File: config.mk
export PLATFORM = sky130hd
export DESIGN_NAME = seq_8
export DESIGN_NICKNAME = d
export VERILOG_FILES = /design/src/rtl/seq_8.sv
export SDC_FILE = /design/constraint.sdc
export NUM_CORES = 1
export LEC_CHECK = 0
export ABC_AREA = 1
export CAP_MARGIN = 40
export CORE_ASPECT_RATIO = 0.9
export CORE_UTILIZATION = 35
export DETAILED_ROUTE_END_ITERATION = 10
export PLACE_DENSITY = 0.64
export SLEW_MARGIN = 40
export SYNTH_ARGS = -nofsm -noshare
export SYNTH_HDL_FRONTEND = slang
export SYNTH_SLANG_ARGS = --single-unit
File: constraint.sdc
create_clock -name clk -period 1 [get_ports clk]
set_input_delay 0.2 -clock clk [delete_from_list [all_inputs] [get_ports clk]]
set_output_delay 0.2 -clock clk [all_outputs]
set_load 0.02 [all_outputs]
File: src/rtl/seq_8.sv
// Programmable 8-bit serial sequence detector: load a pattern MSB first, then pulse dout on each match.
// Optional macro SEQ8_OVERLAP_EN keeps the history after a match so overlapping matches are reported.
module seq_8 (
  input  logic clk,
  input  logic rst_n,
  input  logic load,
  input  logic din,
  output logic dout
);

  localparam logic [3:0] CNT_FULL = 4'd8;

  logic [7:0] pat_q, pat_d;
  logic [3:0] pcnt_q, pcnt_d;
  logic       pvalid_q, pvalid_d;
  logic [7:0] hist_q, hist_d;
  logic [3:0] hcnt_q, hcnt_d;
  logic       dout_q, dout_d;
  logic       load_prev_q;

  logic [7:0] cand;
  logic [3:0] pcnt_base, pcnt_inc, hcnt_inc;
  logic       load_entry, match;

  assign cand       = {hist_q[6:0], din};
  assign load_entry = load && !load_prev_q;
  // A fresh burst counts from zero regardless of any earlier partial or full load.
  assign pcnt_base  = load_entry ? 4'd0 : pcnt_q;
  assign pcnt_inc   = (pcnt_base >= CNT_FULL) ? CNT_FULL : pcnt_base + 4'd1;
  assign hcnt_inc   = (hcnt_q >= CNT_FULL) ? CNT_FULL : hcnt_q + 4'd1;
  assign match      = pvalid_q && (hcnt_q >= 4'd7) && (cand == pat_q);

  always_comb begin
    pat_d    = pat_q;
    pcnt_d   = pcnt_q;
    pvalid_d = pvalid_q;
    hist_d   = hist_q;
    hcnt_d   = hcnt_q;
    dout_d   = 1'b0;
    if (load) begin
      pat_d    = {pat_q[6:0], din};
      pcnt_d   = pcnt_inc;
      pvalid_d = (pcnt_inc >= CNT_FULL);
      hist_d   = 8'd0;
      hcnt_d   = 4'd0;
    end else begin
      dout_d = match;
      hist_d = cand;
`ifdef SEQ8_OVERLAP_EN
      hcnt_d = hcnt_inc;
`else
      hcnt_d = match ? 4'd0 : hcnt_inc;
`endif
    end
  end

  always_ff @(posedge clk) begin
    if (!rst_n) begin
      pat_q       <= 8'd0;
      pcnt_q      <= 4'd0;
      pvalid_q    <= 1'b0;
      hist_q      <= 8'd0;
      hcnt_q      <= 4'd0;
      dout_q      <= 1'b0;
      load_prev_q <= 1'b0;
    end else begin
      pat_q       <= pat_d;
      pcnt_q      <= pcnt_d;
      pvalid_q    <= pvalid_d;
      hist_q      <= hist_d;
      hcnt_q      <= hcnt_d;
      dout_q      <= dout_d;
      load_prev_q <= load;
    end
  end

  assign dout = dout_q;

endmodule

==> results of run 1 <==
## worst paths after layout
kind                  start   endpoint  slack, ns
setup / recovery  hcnt_q[1]  hcnt_q[1]      -0.12
hold / removal    hist_q[0]  hist_q[1]       0.45
setup reg to reg  hcnt_q[1]  hcnt_q[1]      -0.12
hold reg to reg   hist_q[0]  hist_q[1]       0.45
## critical path, cell delays in order (launching register included)
cell and delay [ns]:
dfxtp_2 0.37, ha_4 0.14, nand2_2 0.05, nand2_2 0.06
nand3_2 0.07, nor2_2 0.10, nand3_2 0.11, nand2_2 0.10
nor2_1 0.04
## per-layer routing
metal / vias up / track usage (%) / wire [um]
li1: 469 / - / -
met1: 397 / 15.1 / 842
met2: 13 / 25.1 / 1010
met3: 2 / 4.33 / 74
met4: 0 / 4.76 / 15
met5: - / 0 / 0
## state kept, by name, summed over array words and instances (netlist names)
name	count
pcnt_q	4
hcnt_q	4
load_prev_q	1
hist_q	7
dout	1
pat_q	8
## power by group through the flow
stage               clock [mW]  sequential, mW  combinational, mW
finish                   0.466            1.03              0.179
global route             0.527            1.03              0.197
CTS                      0.490            1.03              0.160
detailed placement           0            1.05              0.154
global placement             0            1.05              0.150
floorplan                    0            1.05             0.0864
## layout make-up
type	instances	area share, %
flip-flops and latches	25	35.6
multi-input cells	78	33.5
clock buffers	3	1.58
repair buffers	30	17.6
inverters	29	7.64
well taps	40	3.51
clock inverters	1	0.527
## cell usage after synthesis
cell       n  area, sq um
a21oi_1    2         10.0
inv_1     16         60.1
inv_2     13         48.8
ha_1       3         37.5
buf_2      1         5.00
nand3_1    2         10.0
buf_6      1         11.3
nor2_1    17         63.8
nand2_1   31          116
nor2_2     2         12.5
nand2_2    4         25.0
nand3_2    2         20.0
dfxtp_1   25          500
nor3_2     1         10.0
o21bai_1   1         7.51
nor2_4     1         11.3
o22ai_2    2         25.0
o21ai_2    1         8.76
o22ai_1    9         56.3
## layout by cell type, fill, tap and decap left out
master,synthesis,layout
a21oi_1,2,2
buf_12,0,1
buf_4,0,24
buf_6,1,2
clkbuf_4,0,3
clkdlybuf4s50_1,0,2
clkinvlp_4,0,1
dfxtp_1,25,20
dfxtp_2,0,5
dlygate4sd2_1,0,1
ha_1,3,1
ha_4,0,2
inv_1,16,16
inv_2,13,13
nand2_1,31,25
nand2_2,4,9
nand2_4,0,1
nand3_1,2,1
nand3_2,2,3
nor2_1,17,16
nor2_2,2,2
nor2_4,1,2
nor3_2,1,1
o21ai_2,1,1
o21bai_1,1,1
o22ai_1,9,8
o22ai_2,2,3
## per-stage QoR
stage          worst slack [ns]  area, sq um  util, %  TNS, ns
2_1_floorplan           -0.0364         1060        -   -0.124
3_3_place_gp             -0.366         1290     46.3    -6.87
3_5_place_dp             -0.407         1290     46.3    -7.84
4_1_cts                  -0.164         1360     48.5   -0.725
5_1_grt                  -0.203         1430     51.0   -0.908
6_report                 -0.125         1430     51.0   -0.529
## cells by family after synthesis
| family | after synthesis | synth area share, % |
|---|---|---|
| flops | 25 | 48.1 |
| simple gates | 60 | 25.9 |
| buf+inv | 31 | 12.0 |
| compound gates | 15 | 10.3 |
| fa+ha+maj | 3 | 3.61 |
## timing repair
item	4_1_cts	5_1_grt
pin swaps	5	5
setup buffers	2	4
gates resized for setup	13	10
endpoints found under the setup margin	7	9
==> results.toml, run 1 <==
[outcome]
outcome = "complete, but fails checks"
violations = "negative setup slack"

[clock_tree]
insertion_delay_ns = 0.33
htree_levels = 1
cts_buffers = 3
cts_root_buffer = "clkbuf_4"
clock_tree.buffer_depth = 2
hold_buffers = 0
cts_sinks = 25
clkTransAtPathRegs_ns = 0.14
cts_tree = "yes"

[placed_design]
place_inst = 196
globalplace.congestion = 0.762
port_buffers = 4
dpl.hpwl_mm = 1.42

[floorplan]
fp-row-count = 18
io_pins = 5
start_util_pct = 37.2
die_w_um = 59.5
die_area_sq_um = 3190
die_h_um = 53.7
core_sq_um = 2790

[drt]
routedWlPerCell_um = 9.43
dr.first_iter.drc_count = 26
drc_errors = 0
first_pass_iters = 4
totalWireLength_mm = 1.94
vias = 881
postRouteAntennaNets = 0
viasPerCell = 4.28

[timing]
drv_slew = 0
setup_ws_ns = -0.125
fin_skew_ns = 0.0107
period_share_pct = 112
hold_viol_final = 0
slew_headroom_pct = 86.1
finalSetupViolations = 5
worstMarginPinSlew_ns = 0.208
rsz0062_at_grt = "yes"
fin_hold_ws_ns = 0.454
min_period_ns = 1.12
max_freq_mhz = 889

[power_and_ir_drop]
power_switching_mw = 0.415
finalPower_mw = 1.68
p_leak_nw = 0.619
peakVddDrop_uv = 702
comb_power_share_pct = 10.7
swShare_pct = 24.8
seqPwrFrac_pct = 61.5
pwr-share-clk_pct = 27.8
p_int_mw = 1.26
power_density_nw_per_um2 = 1180

[yosys]
syn_avg_cell_area_sq_um = 7.76
ys_ff_latch = 25
yosysSeqAreaShare_pct = 48.1
ys.warnings.count = 0
yosysUniqueCellTypes = 19
syn_area_sq_um = 1040
synthCells = 134
syn_nets = 141

[worst_hold_path]
holdPathStages = 2
hp-class = "reg2reg"

[final_layout]
fin_nets = 174
regArea_sq_um = 507
fin_cells = 206
area_delta_synth_final_pct = 37.1
drive_above_1_share_pct = 44.0
antennaDiodeCount = 0
multi_input_area_sq_um = 478
fillers = 306

[worst_setup_path]
reg2reg_depth = 8
cp_max_fo = 3
crit_required_ns = 1.23
crit_arrival_ns = 1.36
crit_type = "reg2reg"
start_kind = "register"
end_kind = "register"

[global_route]
gr-total-overflow = 0
grt_pass1_vias = 814
antenna_found_initial = 0
grt_start_max_net_pins = 16
grt_pass1_wl_mm = 3.17
grtUsageTotal_pct = 13.8

[run]
drv_cap = 0
No activity file was read; power rests on OpenSTA's default activity.
==> run 2: changes to the inputs <==
PLACE_DENSITY = 0.62   (was 0.64)
clock period = 1.2 ns   (was 1 ns; I/O delays follow)
==> results.toml, run 2 (synthesized netlist as in run 1, its figures left out) <==
[worst_setup_path]
cp_max_fo = 3
cp-startpoint = "load"
crit_arrival_ns = 1.41
max_stage_delay_ns = 0.43
crit_type = "in2reg"
reg2reg_depth = 8
endpoint = "pcnt_q[3]"
path_cells = "clkdlybuf4s50_1 > inv_2 > nor2_4 > nor2_2 > nand3_1 > ha_1 > o22ai_1"
start_kind = "input port"
end_kind = "register"
cpMaxStageDelayCell = "clkdlybuf4s50_1"
rrSetupSlack_ns = 0.06
reg2reg_to = "hcnt_q[0]"
worstReg2RegStart = "hcnt_q[0]"
crit_required_ns = 1.45

[floorplan]
die_area_sq_um = 3190
start_util_pct = 37.2
die_w_um = 59.5
io_pins = 5
core_sq_um = 2790
fp-row-count = 18
die_h_um = 53.7

[timing]
fin_skew_ns = 0.0120
slew_headroom_pct = 89.8
drv_slew = 0
min_period_ns = 1.15
setup_ws_ns = 0.0482
hold_viol_final = 0
worstMarginPinSlew_ns = 0.153
max_freq_mhz = 868
finalSetupViolations = 0
rsz0062_at_grt = "yes"
period_share_pct = 96.0
fin_hold_ws_ns = 0.448

[global_route]
antenna_found_initial = 0
grt.busiest_layer = "met2"
grtUsageTotal_pct = 12.8
globalRouteMet3Util_pct = 3.85
grt_util_met2_pct = 21.3
grt_start_max_net_pins = 22
grt_pass1_wl_mm = 2.99
grt_pass1_vias = 744
use_met1_pct = 15.1
gr-total-overflow = 0

[power_and_ir_drop]
peakVddDrop_uv = 619
power_density_nw_per_um2 = 1090
p_leak_nw = 0.523

[drt]
totalWireLength_mm = 1.67
postRouteAntennaNets = 0
dr.first_iter.drc_count = 31
routedWlPerCell_um = 8.86
first_pass_iters = 4
vias = 782
drc_errors = 0
viasPerCell = 4.16

[final_layout]
fillers = 287
most-common-layout-cells = "28 x nand2_1, 23 x dfxtp_1, 16 x inv_1, 16 x nor2_1, 13 x inv_2"
area_delta_synth_final_pct = 20.1
fin_nets = 156
largest_register_ff_count = 8
final_core_util_pct = 44.7
final_common_cell = "nand2_1"
design_area_sq_um = 1250
antennaDiodeCount = 0
reg.largest.list = "pat_q (8), hist_q (7)"
drive_above_1_share_pct = 31.1
largest_register = "pat_q"

[worst_hold_path]
hp-class = "reg2reg"

[clock_tree]
cts_root_buffer = "clkbuf_4"
clock_tree.buffer_depth = 2
cts_sinks = 25
hold_buffers = 0
cts_tree = "yes"
insertion_delay_ns = 0.32
cts_buffers = 3
clkTransAtPathRegs_ns = 0.14
htree_levels = 1

[placed_design]
port_buffers = 4
placed_area_sq_um = 1190
globalplace.congestion = 0.809
dpl.hpwl_mm = 1.22
place_ws_ns = -0.270

[run]
drv_cap = 0

[outcome]
outcome = "finished, final reports clean"
==> run 2: changes by cell type in the layout (fill, tap and decap cells not counted), sizes merged <==
cell | previous run | this run
buf | 27 | 9
clkdlybuf4s50 | 2 | 3
dlygate4sd2 | 1 | 0
==> run 2: final cells by class <==
class / count / area [sq um] / share of cell area [%]
clock buffers: 3 / 22.5 / 1.80
clock inverters: 1 / 7.51 / 0.601
multi-input cells: 78 / 437 / 35.0
well taps: 40 / 50.0 / 4.01
repair buffers: 12 / 120 / 9.62
inverters: 29 / 109 / 8.72
flip-flops and latches: 25 / 503 / 40.3
==> run 2: metrics by stage <==
step | power [mW] | cells | TNS (ns)
CTS | 1.38 | 187 | -0.00916
detailed placement | 0.995 | 183 | -2.35
floorplan | 0.945 | 134 | 0
global placement | 0.992 | 183 | -1.95
finish | 1.36 | 188 | 0
global route | 1.44 | 188 | -0.0900
==> run 2: critical path: cells and delay by family <==
kind            cells  cell delay [ns]
fa+ha+maj           1             0.20
compound gates      1             0.17
simple gates        3             0.28
buf+inv             2             0.52
==> run 2: layer usage <==
metal  up-vias  share of wire [%]
met5         -                  0
met4         0                1.6
met3         2                2.4
met2        10                 44
met1       332                 52
li1        438                  -
==> run 2: worst min-delay path by stage <==
stage	from	endpoint	slack [ns]	cells past startpoint
2_1_floorplan	din	hist_q[0]	0.39	2
3_3_place_gp	hist_q[4]	hist_q[5]	0.43	2
3_5_place_dp	hist_q[4]	hist_q[5]	0.43	2
4_1_cts	hist_q[5]	hist_q[6]	0.45	2
5_1_grt	hist_q[3]	hist_q[4]	0.46	2
6_report	hist_q[3]	hist_q[4]	0.45	2
==> run 2: timing repair <==
item                       in CTS  in global routing
setup endpoints to repair       5                  6
buffers inserted                0                  1
pin swaps                       0                  3
gates resized for setup         5                  7
==> run 2: power by group <==
part,switching (mW),leakage [nW],total (mW),internal (mW)
clock,0.249,0.0139,0.376,0.127
combinational,0.0638,0.306,0.122,0.0585
sequential,0.0105,0.204,0.858,0.847
==> run 3: changes to the inputs <==
GPL_ROUTABILITY_DRIVEN = 1   (was unset)
PLACE_DENSITY = 0.55   (was 0.62)
SETUP_SLACK_MARGIN = 0.5   (was unset)
==> results.toml, run 3 (synthesized netlist as in run 1, its figures left out) <==
[outcome]
outcome = "finished, final reports clean"

[clock_tree]
cts_tree = "yes"
hold_buffers = 0
insertion_delay_ns = 0.31
clkTransAtPathRegs_ns = 0.13
cts_buffers = 3
cts_sinks = 25
clock_tree.buffer_depth = 2
htree_levels = 1
cts_root_buffer = "clkbuf_4"

[global_route]
grt_start_max_net_pins = 22
gr-total-overflow = 0
grt_pass1_vias = 761
grt_pass1_wl_mm = 3.06
antenna_found_initial = 0
grtUsageTotal_pct = 13.5

[final_layout]
drive_above_1_share_pct = 38.9
final_common_cell = "nand2_1"
most-common-layout-cells = "26 x nand2_1, 17 x dfxtp_1, 16 x inv_1, 16 x nor2_1, 13 x inv_2"
largest_register_ff_count = 8
final_core_util_pct = 46.3
fillers = 309
fin_nets = 157
largest_register = "pat_q"
reg.largest.list = "pat_q (8), hist_q (7)"
area_delta_synth_final_pct = 24.4
design_area_sq_um = 1290
antennaDiodeCount = 0

[timing]
fin_hold_ws_ns = 0.381
hold_viol_final = 0
worstMarginPinSlew_ns = 0.186
setup_ws_ns = 0.0956
drv_slew = 0
fin_skew_ns = 0.00669
max_freq_mhz = 906
min_period_ns = 1.10
slew_headroom_pct = 87.5
tns_ns = 0
period_share_pct = 92.0
rsz0062_at_grt = "yes"
finalSetupViolations = 0

[floorplan]
core_sq_um = 2790
die_area_sq_um = 3190
fp-row-count = 18
io_pins = 5
die_h_um = 53.7
die_w_um = 59.5
start_util_pct = 37.2

[drt]
routedWlPerCell_um = 9.46
first_pass_iters = 4
drc_errors = 0
postRouteAntennaNets = 0
totalWireLength_mm = 1.79
viasPerCell = 4.30
dr.first_iter.drc_count = 12
vias = 813

[power_and_ir_drop]
power_density_nw_per_um2 = 1050
p_leak_nw = 0.535
peakVddDrop_uv = 649

[placed_design]
dpl.hpwl_mm = 1.28
place_ws_ns = -0.281
placed_area_sq_um = 1200
globalplace.congestion = 0.735
port_buffers = 4

[worst_setup_path]
cp_max_fo = 3
end_kind = "register"
start_kind = "register"
crit_arrival_ns = 1.33
path_cells = "ha_4 > nand2_2 > nand2_2 > nand3_2 > nor2_2 > nand3_2 > nand2_2 > nor2_1"
crit_required_ns = 1.43
max_stage_delay_ns = 0.38
crit_type = "reg2reg"
cpMaxStageDelayCell = "dfxtp_2"
worst_path_most_repeated_cell = "nand2_2"

[run]
drv_cap = 0

[worst_hold_path]
hp-class = "in2reg"
## run 3: cell count changes in the layout (fill, tap and decap cells not counted), moves of 2 or more
| cell | before | now |
|---|---|---|
| clkdlybuf4s50_1 | 3 | 0 |
| nand2_1 | 28 | 26 |
| buf_6 | 0 | 4 |
| dfxtp_2 | 2 | 8 |
| dfxtp_1 | 23 | 17 |
| dlygate4sd2_1 | 0 | 3 |
## run 3: worst paths after layout
check | to | depth (start not counted) | from | slack [ns]
setup / recovery | hcnt_q[0] | 8 | hcnt_q[1] | 0.1
setup reg to reg | hcnt_q[0] | 8 | hcnt_q[1] | 0.1
hold / removal | load_prev_q | 3 | rst_n | 0.38
hold reg to reg | hist_q[5] | 2 | hist_q[4] | 0.44
## run 3: routing by layer
metal / share of wire [%] / up-vias / GRT usage (%)
li1: - / 438 / -
met3: 2.6 / 2 / 5.05
met5: 0 / - / 0
met1: 47 / 366 / 15.4
met2: 49 / 7 / 23.4
met4: 0.95 / 0 / 4.76
## run 3: worst max-delay path: cells and delay by family, from the launching register on
family	cells	cell delay, ns
fa+ha+maj	1	0.14
flops	1	0.38
simple gates	7	0.49
## run 3: power breakdown
group / internal [mW] / switching (mW) / total [mW]
logic: 0.0632 / 0.0719 / 0.135
clock network: 0.130 / 0.238 / 0.367
registers: 0.848 / 0.0110 / 0.859
## run 3: final cells by class
type                    count  area [sq um]  area share [%]
multi-input cells          78           469            36.3
inverters                  29           109            8.41
well taps                  40          50.0            3.87
repair buffers             13           129            9.96
clock buffers               4          26.3            2.03
flip-flops and latches     25           510            39.5
## run 3: repair_timing
item,CTS,global route
resized for setup,16,11
pin swaps,6,2
endpoints found under the setup margin,26,15
buffers inserted,1,1
## run 3: stage by stage
stage	total power, mW	std cells
floorplan	0.949	134
global placement	0.993	183
detailed placement	0.994	183
CTS	1.38	188
global route	1.45	189
finish	1.36	189
